--- src/rtl/uart_defs.sv ---
// Shared UART definitions: receiver state encoding, interrupt flag layout and parity helper.
package uart_defs;

  localparam int UART_OVERSAMPLE = 16;

  typedef enum logic [1:0] {
    RX_IDLE   = 2'd0,
    RX_SHIFT  = 2'd1,
    RX_PARITY = 2'd2,
    RX_STOP   = 2'd3
  } RXState_t;

  typedef struct packed {
    logic overrun_error;
    logic framing_error;
    logic parity_error;
  } RXIrqFlags_t;

  // Returns 1 when data bits, received parity bit and the odd/even selector disagree.
  function automatic logic parity_mismatch(input logic [8:0] data, input logic par_bit,
                                           input logic odd);
    return (^data) ^ par_bit ^ odd;
  endfunction

endpackage

--- src/rtl/uart_rx_deser_if.sv ---
// Word-level handshake between the UART receiver and the RX FIFO.
interface uart_rx_deser_if #(
  parameter int DATA_W = 8
);
  logic [DATA_W-1:0] out_data;
  logic              out_valid;
  logic              out_ready;

  modport master (output out_data, output out_valid, input out_ready);
  modport slave  (input out_data, input out_valid, output out_ready);
endinterface

--- src/rtl/uart_baud_tick.sv ---
// Oversample tick generator: one-clk pulse every divider+1 clocks, restartable.
module uart_baud_tick #(
  parameter int DIV_W = 16
) (
  input  logic             clk,
  input  logic             rst,
  input  logic [DIV_W-1:0] divider,
  input  logic             restart,
  output logic             tick
);
  logic [DIV_W-1:0] cnt_r;

  assign tick = (cnt_r == divider);

  // Free-running counter; reloads on tick or when a start edge realigns it.
  always_ff @(posedge clk or posedge rst) begin
    if (rst) begin
      cnt_r <= '0;
    end else if (restart || tick) begin
      cnt_r <= '0;
    end else begin
      cnt_r <= cnt_r + DIV_W'(1);
    end
  end
endmodule

--- src/rtl/uart_rx_deser.sv ---
// Line-side UART receiver: oversampled start detection, LSB-first deserialisation,
// optional parity and sticky parity/framing/overrun flags.
module uart_rx_deser
  import uart_defs::*;
#(
  parameter int DATA_W     = 8,
  parameter int OVERSAMPLE = UART_OVERSAMPLE,
  parameter int DIV_W      = 16
) (
  input  logic             clk,
  input  logic             rst,
  input  logic [DIV_W-1:0] divider,
  input  logic             enable,
  input  logic             parity_en,
  input  logic             parity_odd,
  input  logic             flush,
  input  logic             rx_i,
  uart_rx_deser_if.master  out_if,
  output logic             parity_error,
  output logic             framing_error,
  output logic             overrun_error,
  output logic             busy
);
  localparam int OSW = $clog2(OVERSAMPLE);
  localparam int BCW = $clog2(DATA_W + 1);
  localparam logic [1:0] ST_IDLE   = RX_IDLE;
  localparam logic [1:0] ST_SHIFT  = RX_SHIFT;
  localparam logic [1:0] ST_PARITY = RX_PARITY;
  localparam logic [1:0] ST_STOP   = RX_STOP;
  localparam logic [OSW-1:0] OS_HALF  = OSW'(OVERSAMPLE / 2 - 1);
  localparam logic [OSW-1:0] OS_LAST  = OSW'(OVERSAMPLE - 1);
  localparam logic [BCW-1:0] LAST_BIT = BCW'(DATA_W - 1);

  logic              rx_meta_r, rxs_r, rxs_d_r;
  logic [1:0]        state_r, state_s;
  logic              pend_r, pend_s;
  logic [BCW-1:0]    bit_r, bit_s;
  logic [DATA_W-1:0] shift_r, shift_s;
  logic              pe_r, pe_s;
  logic [OSW-1:0]    os_r, os_s;
  logic              tick_s, restart_s, half_s, centre_s, fall_s, fe_s, commit_s, accept_s;
  logic [8:0]        ext_s;
  logic              busy_r;
  RXIrqFlags_t       flags_r;

  uart_baud_tick #(.DIV_W(DIV_W)) u_tick (
    .clk     (clk),
    .rst     (rst),
    .divider (divider),
    .restart (restart_s),
    .tick    (tick_s)
  );

  // Two-flop synchronizer plus one delay stage for falling-edge detection.
  always_ff @(posedge clk or posedge rst) begin
    if (rst) begin
      rx_meta_r <= 1'b1;
      rxs_r     <= 1'b1;
      rxs_d_r   <= 1'b1;
    end else begin
      rx_meta_r <= rx_i;
      rxs_r     <= rx_meta_r;
      rxs_d_r   <= rxs_r;
    end
  end

  assign fall_s    = rxs_d_r & ~rxs_r;
  assign restart_s = enable & (state_r == ST_IDLE) & ~pend_r & fall_s;
  assign half_s    = tick_s & (os_r == OS_HALF);
  assign centre_s  = tick_s & (os_r == OS_LAST);
  assign fe_s      = ~rxs_r;
  assign accept_s  = out_if.out_valid & out_if.out_ready;

  // Oversample phase: restarts on the start edge, realigns to bit centres after the half-bit check.
  always_comb begin
    os_s = os_r;
    if (restart_s) begin
      os_s = '0;
    end else if (tick_s) begin
      if ((pend_r && (os_r == OS_HALF)) || (os_r == OS_LAST)) begin
        os_s = '0;
      end else begin
        os_s = os_r + OSW'(1);
      end
    end else begin
      os_s = os_r;
    end
  end

  // Frame sequencing; pend_r marks a start edge awaiting its mid-bit confirmation.
  always_comb begin
    state_s  = state_r;
    pend_s   = pend_r;
    bit_s    = bit_r;
    shift_s  = shift_r;
    pe_s     = pe_r;
    commit_s = 1'b0;
    ext_s    = '0;
    ext_s[DATA_W-1:0] = shift_r;
    if (!enable) begin
      state_s = ST_IDLE;
      pend_s  = 1'b0;
    end else begin
      case (state_r)
        ST_IDLE: begin
          if (pend_r) begin
            if (half_s) begin
              pend_s = 1'b0;
              if (!rxs_r) begin
                state_s = ST_SHIFT;
                bit_s   = '0;
                pe_s    = 1'b0;
              end else begin
                state_s = ST_IDLE;
              end
            end else begin
              pend_s = 1'b1;
            end
          end else if (restart_s) begin
            pend_s = 1'b1;
          end else begin
            pend_s = 1'b0;
          end
        end
        ST_SHIFT: begin
          if (centre_s) begin
            shift_s = {rxs_r, shift_r[DATA_W-1:1]};
            bit_s   = bit_r + BCW'(1);
            if (bit_r == LAST_BIT) begin
              state_s = parity_en ? ST_PARITY : ST_STOP;
            end else begin
              state_s = ST_SHIFT;
            end
          end else begin
            state_s = ST_SHIFT;
          end
        end
        ST_PARITY: begin
          if (centre_s) begin
            pe_s    = parity_mismatch(ext_s, rxs_r, parity_odd);
            state_s = ST_STOP;
          end else begin
            state_s = ST_PARITY;
          end
        end
        ST_STOP: begin
          if (centre_s) begin
            commit_s = 1'b1;
            state_s  = ST_IDLE;
          end else begin
            state_s = ST_STOP;
          end
        end
        default: begin
          state_s = ST_IDLE;
          pend_s  = 1'b0;
        end
      endcase
    end
  end

  // Frame state registers; busy also covers the start-bit confirmation window.
  always_ff @(posedge clk or posedge rst) begin
    if (rst) begin
      state_r <= ST_IDLE;
      pend_r  <= 1'b0;
      bit_r   <= '0;
      shift_r <= '0;
      pe_r    <= 1'b0;
      os_r    <= '0;
      busy_r  <= 1'b0;
    end else begin
      state_r <= state_s;
      pend_r  <= pend_s;
      bit_r   <= bit_s;
      shift_r <= shift_s;
      pe_r    <= pe_s;
      os_r    <= os_s;
      busy_r  <= (state_s != ST_IDLE) | pend_s;
    end
  end

  // Output word and sticky flags; a commit coinciding with flush is discarded.
  always_ff @(posedge clk or posedge rst) begin
    if (rst) begin
      out_if.out_data  <= '0;
      out_if.out_valid <= 1'b0;
      flags_r          <= '0;
    end else if (flush) begin
      out_if.out_valid <= 1'b0;
      flags_r          <= '0;
    end else if (commit_s) begin
      if (!out_if.out_valid || accept_s) begin
        out_if.out_data       <= shift_r;
        out_if.out_valid      <= 1'b1;
        flags_r.parity_error  <= flags_r.parity_error | pe_r;
        flags_r.framing_error <= flags_r.framing_error | fe_s;
      end else begin
        flags_r.overrun_error <= 1'b1;
      end
    end else if (accept_s) begin
      out_if.out_valid <= 1'b0;
    end
  end

  assign parity_error  = flags_r.parity_error;
  assign framing_error = flags_r.framing_error;
  assign overrun_error = flags_r.overrun_error;
  assign busy          = busy_r;
endmodule

--- src/flat_wrapper.sv ---
// flat-port wrapper written by rule: the top's interface ports become plain ports
module uart_rx_deser_flat import uart_defs::*;
#(
  parameter int DATA_W     = 8,
  parameter int OVERSAMPLE = UART_OVERSAMPLE,
  parameter int DIV_W      = 16
)
  (clk, rst, divider, enable, parity_en, parity_odd, flush, rx_i, parity_error, framing_error, overrun_error, busy, out_if_out_data, out_if_out_valid, out_if_out_ready);
  uart_rx_deser_if #(.DATA_W(DATA_W)) out_if_i ();
  input  logic clk;
  input  logic rst;
  input  logic [DIV_W-1:0] divider;
  input  logic enable;
  input  logic parity_en;
  input  logic parity_odd;
  input  logic flush;
  input  logic rx_i;
  output logic parity_error;
  output logic framing_error;
  output logic overrun_error;
  output logic busy;
  output wire logic [$bits(out_if_i.out_data)-1:0] out_if_out_data;
  output wire logic [$bits(out_if_i.out_valid)-1:0] out_if_out_valid;
  input wire logic [$bits(out_if_i.out_ready)-1:0] out_if_out_ready;
  assign out_if_out_data = out_if_i.out_data;
  assign out_if_out_valid = out_if_i.out_valid;
  assign out_if_i.out_ready = out_if_out_ready;
  uart_rx_deser #(.DATA_W(DATA_W), .OVERSAMPLE(OVERSAMPLE), .DIV_W(DIV_W)) u_core (.clk(clk), .rst(rst), .divider(divider), .enable(enable), .parity_en(parity_en), .parity_odd(parity_odd), .flush(flush), .rx_i(rx_i), .out_if(out_if_i), .parity_error(parity_error), .framing_error(framing_error), .overrun_error(overrun_error), .busy(busy));
endmodule
--- config.mk ---
export PLATFORM = sky130hd
export DESIGN_NAME = uart_rx_deser_flat
export DESIGN_NICKNAME = d
export VERILOG_FILES = /design/src/rtl/uart_defs.sv /design/src/rtl/uart_rx_deser_if.sv /design/src/rtl/uart_baud_tick.sv /design/src/rtl/uart_rx_deser.sv /design/src/flat_wrapper.sv
export SDC_FILE = /design/constraint.sdc
export NUM_CORES = 1
export LEC_CHECK = 0
export BUFFER_PORTS_ARGS = -buffer_cell sky130_fd_sc_hd__buf_2
export CAP_MARGIN = 20
export CORE_MARGIN = 4
export CORE_UTILIZATION = 57
export DETAILED_ROUTE_END_ITERATION = 8
export PLACE_DENSITY = 0.79
export SYNTH_ARGS = -nofsm -noshare
export SYNTH_HDL_FRONTEND = slang
export SYNTH_HIERARCHICAL = 1
export SYNTH_SLANG_ARGS = --single-unit
--- constraint.sdc ---
create_clock -name clk -period 3.8 [get_ports clk]
set_clock_uncertainty 0.15 [all_clocks]
set_input_delay 0.76 -clock clk [delete_from_list [all_inputs] [get_ports clk]]
set_output_delay 0.76 -clock clk [all_outputs]
set_load 0.01 [all_outputs]
# [Yosys cells after proc, flatten, opt, wreduce, memory -nomap -nowiden]
# Cells that the tools add are included.
[word_totals] ff_bits=52 output_inout_bits=13
[op_classes] n_addsub=3 n_eq_ne=14 n_mux=40 bitwise=15 n_reduce_logical=21
[ops] cell="$mux W4" n=7
[ops] cell="$mux W1" n=20
[ops] cell="$add A16 B1 Y16 const B" n=1
[ops] cell="$eq A16 B16 Y1" n=1
[ops] cell="$mux W16" n=1
[ops] cell="$mux W2" n=7
[ops] cell="$reduce_and A6 Y1" n=2
[ops] cell="$reduce_bool A2 Y1" n=6
[ops] cell="$reduce_xor A9 Y1" n=1
[ops] cell="$add A4 B1 Y4 const B" n=2
[ops] cell="$eq A4 B3 Y1 const B" n=2
[ops] cell="$ne A2 B1 Y1 const B" n=4
[ops] cell="$pmux W2 S4" n=1
[ops] cell="$pmux W4 S2" n=1
[ops] cell="$and A1 B1 Y1" n=7
[ops] cell="$mux W3" n=2
[ops] cell="$reduce_and A2 Y1" n=3
[ops] cell="$reduce_and A3 Y1" n=2
[ops] cell="$eq A2 B2 Y1 const B" n=2
[ops] cell="$eq A4 B4 Y1 const B" n=1
[ops] cell="$ne A2 B2 Y1 const B" n=2
[ops] cell="$logic_or A1 B1 Y1" n=3
[ops] cell="$ne A3 B3 Y1 const B" n=1
[ops] cell="$not A1 Y1" n=3
[ops] cell="8 further kinds" n=11

# [Depth between registers and ports, before layout]
# Gate-level depths: netlist (run 1).
[logic_depth] ltp_word=9 mapped_depth=8

# [By module]
# Netlist (run 1), hierarchy kept.
[by_module_without_submodules] mod="uart_rx_deser" n_inst=1 cells_each=137 area_per_inst_um2=1665.3 seq_area_each_um2=904.6
[by_module_without_submodules] mod="uart_baud_tick" n_inst=1 cells_each=101 area_per_inst_um2=985.9 seq_area_each_um2=400.4

# [Worst setup path before layout (run 1)]
# Ideal clock, no wire load.
[synth_path] path_type="input -> register" start="in divider[10]" end="reg u_core.out_if.out_data[0]" arrival_ns=2.980 required_ns=3.525 setup_slack_ns=0.545 cell_stages=7 path_buffers=0 cell_sequence="xnor2_1 -> nand4_2 -> nor4_1 -> nand3_2 -> nor3_1 -> nand3b_1 -> mux2_2"
[synth_via] elab_chain_len=6
[synth_lines] element="start, declared" line_no="flat_wrapper.sv:12" rtl="input logic [DIV_W-1:0] divider;"
[synth_lines] element="$eq A16 B16 Y1" line_no="uart_baud_tick.sv:13" rtl="assign tick = (cnt_r == divider);"
[synth_lines] element="named net u_core.tick_s" line_no="uart_rx_deser.sv:41" rtl="logic tick_s, restart_s, half_s, centre_s, fall_s, fe_s, commit_s, accept_s;"
[synth_lines] element="$and A1 B1 Y1" line_no="uart_rx_deser.sv:70" rtl="assign centre_s = tick_s & (os_r == OS_LAST);"
[synth_lines] element="$mux W1" line_no="uart_rx_deser.sv:147" rtl="if (centre_s) begin"
[synth_lines] element="$mux W1" line_no="uart_rx_deser.sv:104" rtl="case (state_r)"
[synth_lines] element="$mux W1" line_no="uart_rx_deser.sv:100" rtl="if (!enable) begin"
[synth_lines] element="$reduce_and A3 Y1 (no line)"
[synth_lines] element="end signal, assigned" line_no="uart_rx_deser.sv:194" rtl="out_if.out_data <= shift_r;"
[synth_lines] element="end, declared" line_no="uart_rx_deser_if.sv:9" rtl="modport master (output out_data, output out_valid, input out_ready);"
# The timed path passes the listed nets, and every way through them passes these cells.
# A chain may end at the register's enable or synchronous reset.

# [Worst setup path in the final report (run 1)]
[layout_path] start="in divider[1]" end="reg u_core.out_if.out_data[2]"
# Same word-level chain as after synthesis.

==> results of run 1 <==
routing by layer:
metal | track usage | vias up | share of wire
met5 | 0 | - | 0
met4 | 0.0507 | 0 | 0.014
met3 | 0.0520 | 8 | 0.049
met2 | 0.277 | 43 | 0.47
met1 | 0.244 | 911 | 0.47
li1 | - | 930 | -
cells by family (layout without fill, tap and decap cells):
logic type      count (synthesis)  count (layout)  synth area share
compound gates                 30              30            0.0835
flops                          52              52             0.492
fa+ha+maj                       3               3            0.0142
simple gates                   83              83             0.172
buf+inv                        16              59            0.0349
mux                            18              18            0.0760
xor+xnor                       36              36             0.127
sequential cells by signal, indices dropped and copies added, names as in the netlist, 2 cells and up:
signal / cells
u_core/out_if.out_data: 8
u_core/u_tick/cnt_r: 16
u_core/os_r: 4
u_core/bit_r: 4
u_core/state_r: 2
u_core/shift_r: 8
stage by stage:
| stage | std cells | area (µm²) |
|---|---|---|
| after floorplan | 238 | 2650 |
| after CTS | 333 | 2980 |
| after detailed placement | 325 | 2870 |
| after global routing | 333 | 2980 |
| final | 333 | 2980 |
| after global placement | 325 | 2870 |
worst register-to-register path, delay by kind of cell (launching register included):
kind	cells	cell delay [ns]
multiplexers	1	0.39
AND/OR/NAND/NOR	5	1.51
flip-flops	1	0.49
XOR/XNOR	1	0.20
buffers and inverters	1	0.20
worst paths after layout:
path	startpoint	endpoint	slack, ns	cells after the start
min in group asynchronous	rst	u_core/u_tick/cnt_r[14]	0.38	2
max in group asynchronous	rst	u_core/u_tick/cnt_r[3]	2.73	2
worst min register to register	u_core/rx_meta_r	u_core/rxs_r	0.21	0
worst max register to register	u_core/u_tick/cnt_r[5]	u_core/out_if.out_data[2]	0.77	8
worst min-delay path	u_core/rx_meta_r	u_core/rxs_r	0.21	0
worst max-delay path	divider[1]	u_core/out_if.out_data[2]	0.65	9
report_power, final:
part	switching [W]	internal (W)
Sequential	0.0000466	0.000585
Clock	0.000180	0.000199
Combinational	0.0000767	0.0000707
cell type report:
class,count,area share
multi-input cells,170,0.420
repair buffers,39,0.0680
clock inverters,2,0.0130
inverters,12,0.0151
flip-flops and latches,52,0.437
clock buffers,6,0.0243
well taps,52,0.0218
cell usage in the layout, fill, tap and decap left out, drive strengths merged, types with 3 or more instances in the layout:
| cell type | instances |
|---|---|
| nand4 | 9 |
| nor3 | 5 |
| nand2 | 13 |
| o21ai | 7 |
| xnor2 | 28 |
| inv | 13 |
| clkbuf | 6 |
| a21oi | 6 |
| dfrtp | 49 |
| a31oi | 4 |
| or3 | 3 |
| buf | 39 |
| nand3 | 7 |
| mux2 | 17 |
| nor2 | 21 |
| xor2 | 7 |
| dfstp | 3 |
| nor4 | 7 |
| ha | 3 |
| nand2b | 4 |
==> key figures, run 1 <==
Die
  • Die width: 76.2 µm
  • Die area: 5810 µm²
  • I/O pin count: 37
  • Area of the core: 4410 µm²
  • Initial core utilization: 0.601
  • Die Y: 76.2 µm
  • Cell Rows: 24

STA
  • Worst setup margin: 0.650 ns
  • Max Slew Vio Count: 0
  • Tightest Pin Transition: 0.898 ns
  • Final hold slack: 0.212 ns
  • Final setup viols: 0
  • Final Hold Vio Count: 0
  • Tcrit/Tclk final: 0.829
  • Post-route minimum period: 3.15 ns
  • Relative slew slack: 0.400
  • Fmax: 317 MHz
  • Setup tns final: 0 ns
  • Unrepaired setup endpoints after global routing: false

Worst setup path
  • Crit path kind: input port to register
  • Required time worst endpoint: 3.85 ns
  • Slowest-stage cell, CP: nor3_1
  • Largest stage delay on the critical path: 0.45 ns
  • Worst Path Max Fanout: 9
  • Buf+Inv Stages, Crit Path: 2
  • Critical path's top delay family: simple AND/OR/NAND/NOR gates
  • Worst Setup Start Kind: input port
  • Worst setup EP type: register
  • Critical path, cell by cell: buf_2 > xnor2_1 > nand4_1 > nor4_1 > buf_4 > nand3_2 > nor3_1 > nand3b_1 > mux2_2
  • Worst Path Arrival: 3.20 ns

Route
  • Vias per cell: 5.68
  • DRT Pass-1 Iters: 6
  • DR DRC count: 0
  • Wirelength per Cell: 14.7 µm
  • 1st-iter DRT viols: 106
  • Via Count: 1,892
  • Drt total wl: 4.90 mm
  • Final ANT Viol Nets: 0

Synth
  • Cell Area, Synth: 2650 µm²
  • Syn_nets: 265
  • Synth cell types: 48
  • Synth top area share: 0.462
  • Ys async rst share: 1.00
  • Post-synthesis cell type with the largest combined area: dfrtp_1
  • Most common library cells after synthesis: dfrtp_1, xnor2_1, nor2_1
  • Leading post-synthesis cells by cell area: dfrtp_1, xnor2_1, mux2_2
  • Syn_area_per_cell: 11.1 µm²
  • Syn Inst Count: 238
  • Number of synthesized flops with an enable pin: 0
  • Seq/Total Area, Yosys: 0.492
  • Seq cells post-synth: 52
  • Synthesis warning total: 6
  • Most frequent cell after synthesis: dfrtp_1
  • Synth Flop Type: dfrtp_1

Layout
  • Fillers: 360
  • Final-stage net count: 307
  • N_diodes: 0
  • Util after Layout: 0.676
  • Sequential cell area: 1310 µm²
  • Share of cells above drive strength 1: 0.274
  • Area grow syn2layout: 12.5%
  • Area of the multi-input gates: 1250 µm²

Power
  • Lkg Pwr: 1.40 nW
  • Total Power: 0.00116 W
  • Pwr dens: 388 nW/µm²
  • Maximum VDD drop: 341 µV

GRT
  • Overall Global Routing Usage: 0.179
  • GR Overflow Total: 0
  • Vias in the first global route: 1,870
  • First-pass GRT wire length: 8.61 mm
  • Largest net degree at the start of global routing: 37
  • Initial antenna violation count: 0

Clock network
  • # resized after CTS: 0
  • Clk buf depth: 2
  • Clock latency on the worst-skew pair: 0.31 ns
  • TritonCTS clock tree: yes
  • Setup Fix Bufs, Post-CTS: 0
  • Root buffer cell: clkbuf_8
  • H-tree levels: 2
  • Hold_buf cts: 0
  • Clk slew on worst S/H paths: 0.09 ns
  • TritonCTS Buffers: 5
  • CTS Sinks: 52

Placed design
  • PortBufs: 36
  • Dpl ws: 0.324 ns
  • HPWL after DPL: 3.51 mm
  • Final Wtd Congestion: 0.852

Run
  • # Max-Cap Violations: 0

Hold path
  • Hold Crit Class: register to register

Outcome
  • Run status: finished, final reports clean
Power figures use the tool's default switching activity.
==> run 2: changes to the inputs <==
CORE_UTILIZATION = 51   (was 57)
PLACE_DENSITY = 0.75   (was 0.79)
clock period = 2.6 ns   (was 3.8 ns; I/O delays follow)
==> key figures, run 2 (synthesis results as in run 1) <==
Power
  • Clock Power Share: 0.281
  • Logic pwr share: 0.184
  • Pwr dens: 522 nW/µm²
  • Sequential power share: 0.534
  • Pint: 0.00124 W
  • Lkg Pwr: 1.57 nW
  • Maximum VDD drop: 425 µV
  • Switching part of the total power: 0.274
  • Net Sw Power: 0.000469 W

Die
  • Cell Rows: 25
  • Die Y: 80.1 µm
  • Area of the core: 4880 µm²
  • I/O pin count: 37
  • Die area: 6420 µm²
  • Die width: 80.1 µm
  • Initial core utilization: 0.543

GRT
  • First-pass GRT wire length: 8.97 mm
  • GR Overflow Total: 0
  • Initial antenna violation count: 0
  • Vias in the first global route: 1,977
  • Largest net degree at the start of global routing: 37
  • Overall Global Routing Usage: 0.178

Clock network
  • Clock latency on the worst-skew pair: 0.30 ns
  • Clk buf depth: 2
  • TritonCTS Buffers: 5
  • CTS Sinks: 52
  • Hold_buf cts: 0
  • H-tree levels: 2
  • TritonCTS clock tree: yes
  • Clk slew on worst S/H paths: 0.10 ns
  • Root buffer cell: clkbuf_8

STA
  • Relative slew slack: 0.597
  • Final setup viols: 0
  • Unrepaired setup endpoints after global routing: false
  • Final Hold Vio Count: 0
  • Tightest Pin Transition: 0.604 ns
  • Post-route minimum period: 2.49 ns
  • Max Slew Vio Count: 0
  • Tcrit/Tclk final: 0.956
  • Final hold slack: 0.133 ns
  • Fmax: 402 MHz

Layout
  • Final-stage net count: 329
  • Area grow syn2layout: 23.5%
  • Most common cell after layout, fill and taps aside: dfrtp_1
  • Largest register by flop count: u_core/u_tick/cnt_r
  • Max reg flops: 16
  • Commonest non-fill, non-tap cells in the layout: dfrtp_1, buf_2, buf_4
  • Share of cells above drive strength 1: 0.383
  • Final instance area: 3280 µm²
  • N_diodes: 0
  • Regs by FF count: u_core/u_tick/cnt_r x16, u_core/out_if.out_data x8, u_core/shift_r x8
  • Layout Cells excl Fill: 370

Worst setup path
  • Required time worst endpoint: 2.64 ns
  • Worst setup EP type: register
  • Worst Path Arrival: 2.53 ns
  • Crit path kind: register to register
  • Worst Path Max Fanout: 8
  • Worst Setup Start Kind: register

Hold path
  • Hold Crit Class: input port to async pin

Route
  • Vias per cell: 5.32
  • Via Count: 1,968
  • DRT Pass-1 Iters: 4
  • Drt total wl: 5.35 mm
  • Wirelength per Cell: 14.5 µm
  • DR DRC count: 0
  • Final ANT Viol Nets: 0
  • 1st-iter DRT viols: 114

Placed design
  • Cell area after placement: 3090 µm²
  • Post-Place Cells: 356
  • HPWL after DPL: 3.80 mm
  • Final Wtd Congestion: 0.840
  • PortBufs: 36

Outcome
  • Run status: finished, final reports clean

Run
  • # Max-Cap Violations: 0
-- run 2: changes by cell type in the layout (fill, tap and decap cells not counted), moves of 2 or more --
cell	change
buf_4	+22
clkinvlp_4	+2
dfrtp_1	-3
dfrtp_2	+3
nor4_1	-2
xnor2_1	-8
xnor2_2	+8
-- run 2: critical path, stage by stage, from the launching register on --
cell and delay, ns:
dfrtp_1 0.41, xnor2_1 0.18, nand4_1 0.24, nor4_4 0.39
nand3_4 0.18, nor3_4 0.23, nand3b_1 0.10, buf_4 0.18
mux2_4 0.30
-- run 2: power groups by stage --
stage | clock [W] | sequential (W) | combinational (W)
floorplan | 0 | 0.000922 | 0.000200
global placement | 0 | 0.000928 | 0.000285
detailed placement | 0 | 0.000929 | 0.000293
CTS | 0.000496 | 0.000913 | 0.000296
global route | 0.000528 | 0.000923 | 0.000342
finish | 0.000481 | 0.000914 | 0.000315
-- run 2: routing by layer --
metal | track usage | part of all wire | vias to the layer above
met1 | 0.239 | 0.45 | 942
met5 | 0 | 0 | -
met2 | 0.298 | 0.51 | 47
li1 | - | - | 975
met4 | 0.0456 | 0.0077 | 0
met3 | 0.0336 | 0.038 | 4
-- run 2: cell type report --
cell class / count / area (µm²)
clock buffer: 6 / 82.6
clock inverter: 2 / 15.0
fill: 384 / 1600
inverter: 12 / 45.0
multi-input combinational: 170 / 1370
sequential: 52 / 1310
tap: 67 / 83.8
timing repair buffer: 61 / 368
-- run 2: per-stage QoR --
stage          setup slack (ns)  setup TNS [ns]  power, W  utilization
2_1_floorplan           -0.0358          -0.359   0.00112            -
3_3_place_gp            -0.0448          -0.181   0.00121        0.634
3_5_place_dp             -0.141           -1.78   0.00122        0.634
4_1_cts                  0.0362               0   0.00171        0.654
5_1_grt                0.000685               0   0.00179        0.671
6_report                  0.114               0   0.00171        0.671
-- run 2: worst paths after layout --
check	from	end	slack, ns	depth (start not counted)
min reg2reg	u_core/rx_meta_r	u_core/rxs_r	0.21	0
max	u_core/u_tick/cnt_r[13]	u_core/out_if.out_data[2]	0.11	8
min in group clk	rx_i	u_core/rx_meta_r	0.16	1
max reg2reg	u_core/u_tick/cnt_r[13]	u_core/out_if.out_data[2]	0.11	8
max in group asynchronous	rst	u_core/u_tick/cnt_r[4]	1.74	2
min	rst	u_core/u_tick/cnt_r[10]	0.13	2
-- run 2: what timing repair did --
item	4_1_cts	5_1_grt
setup endpoints to repair	0	21
gates resized for setup	0	8
setup buffers	0	6
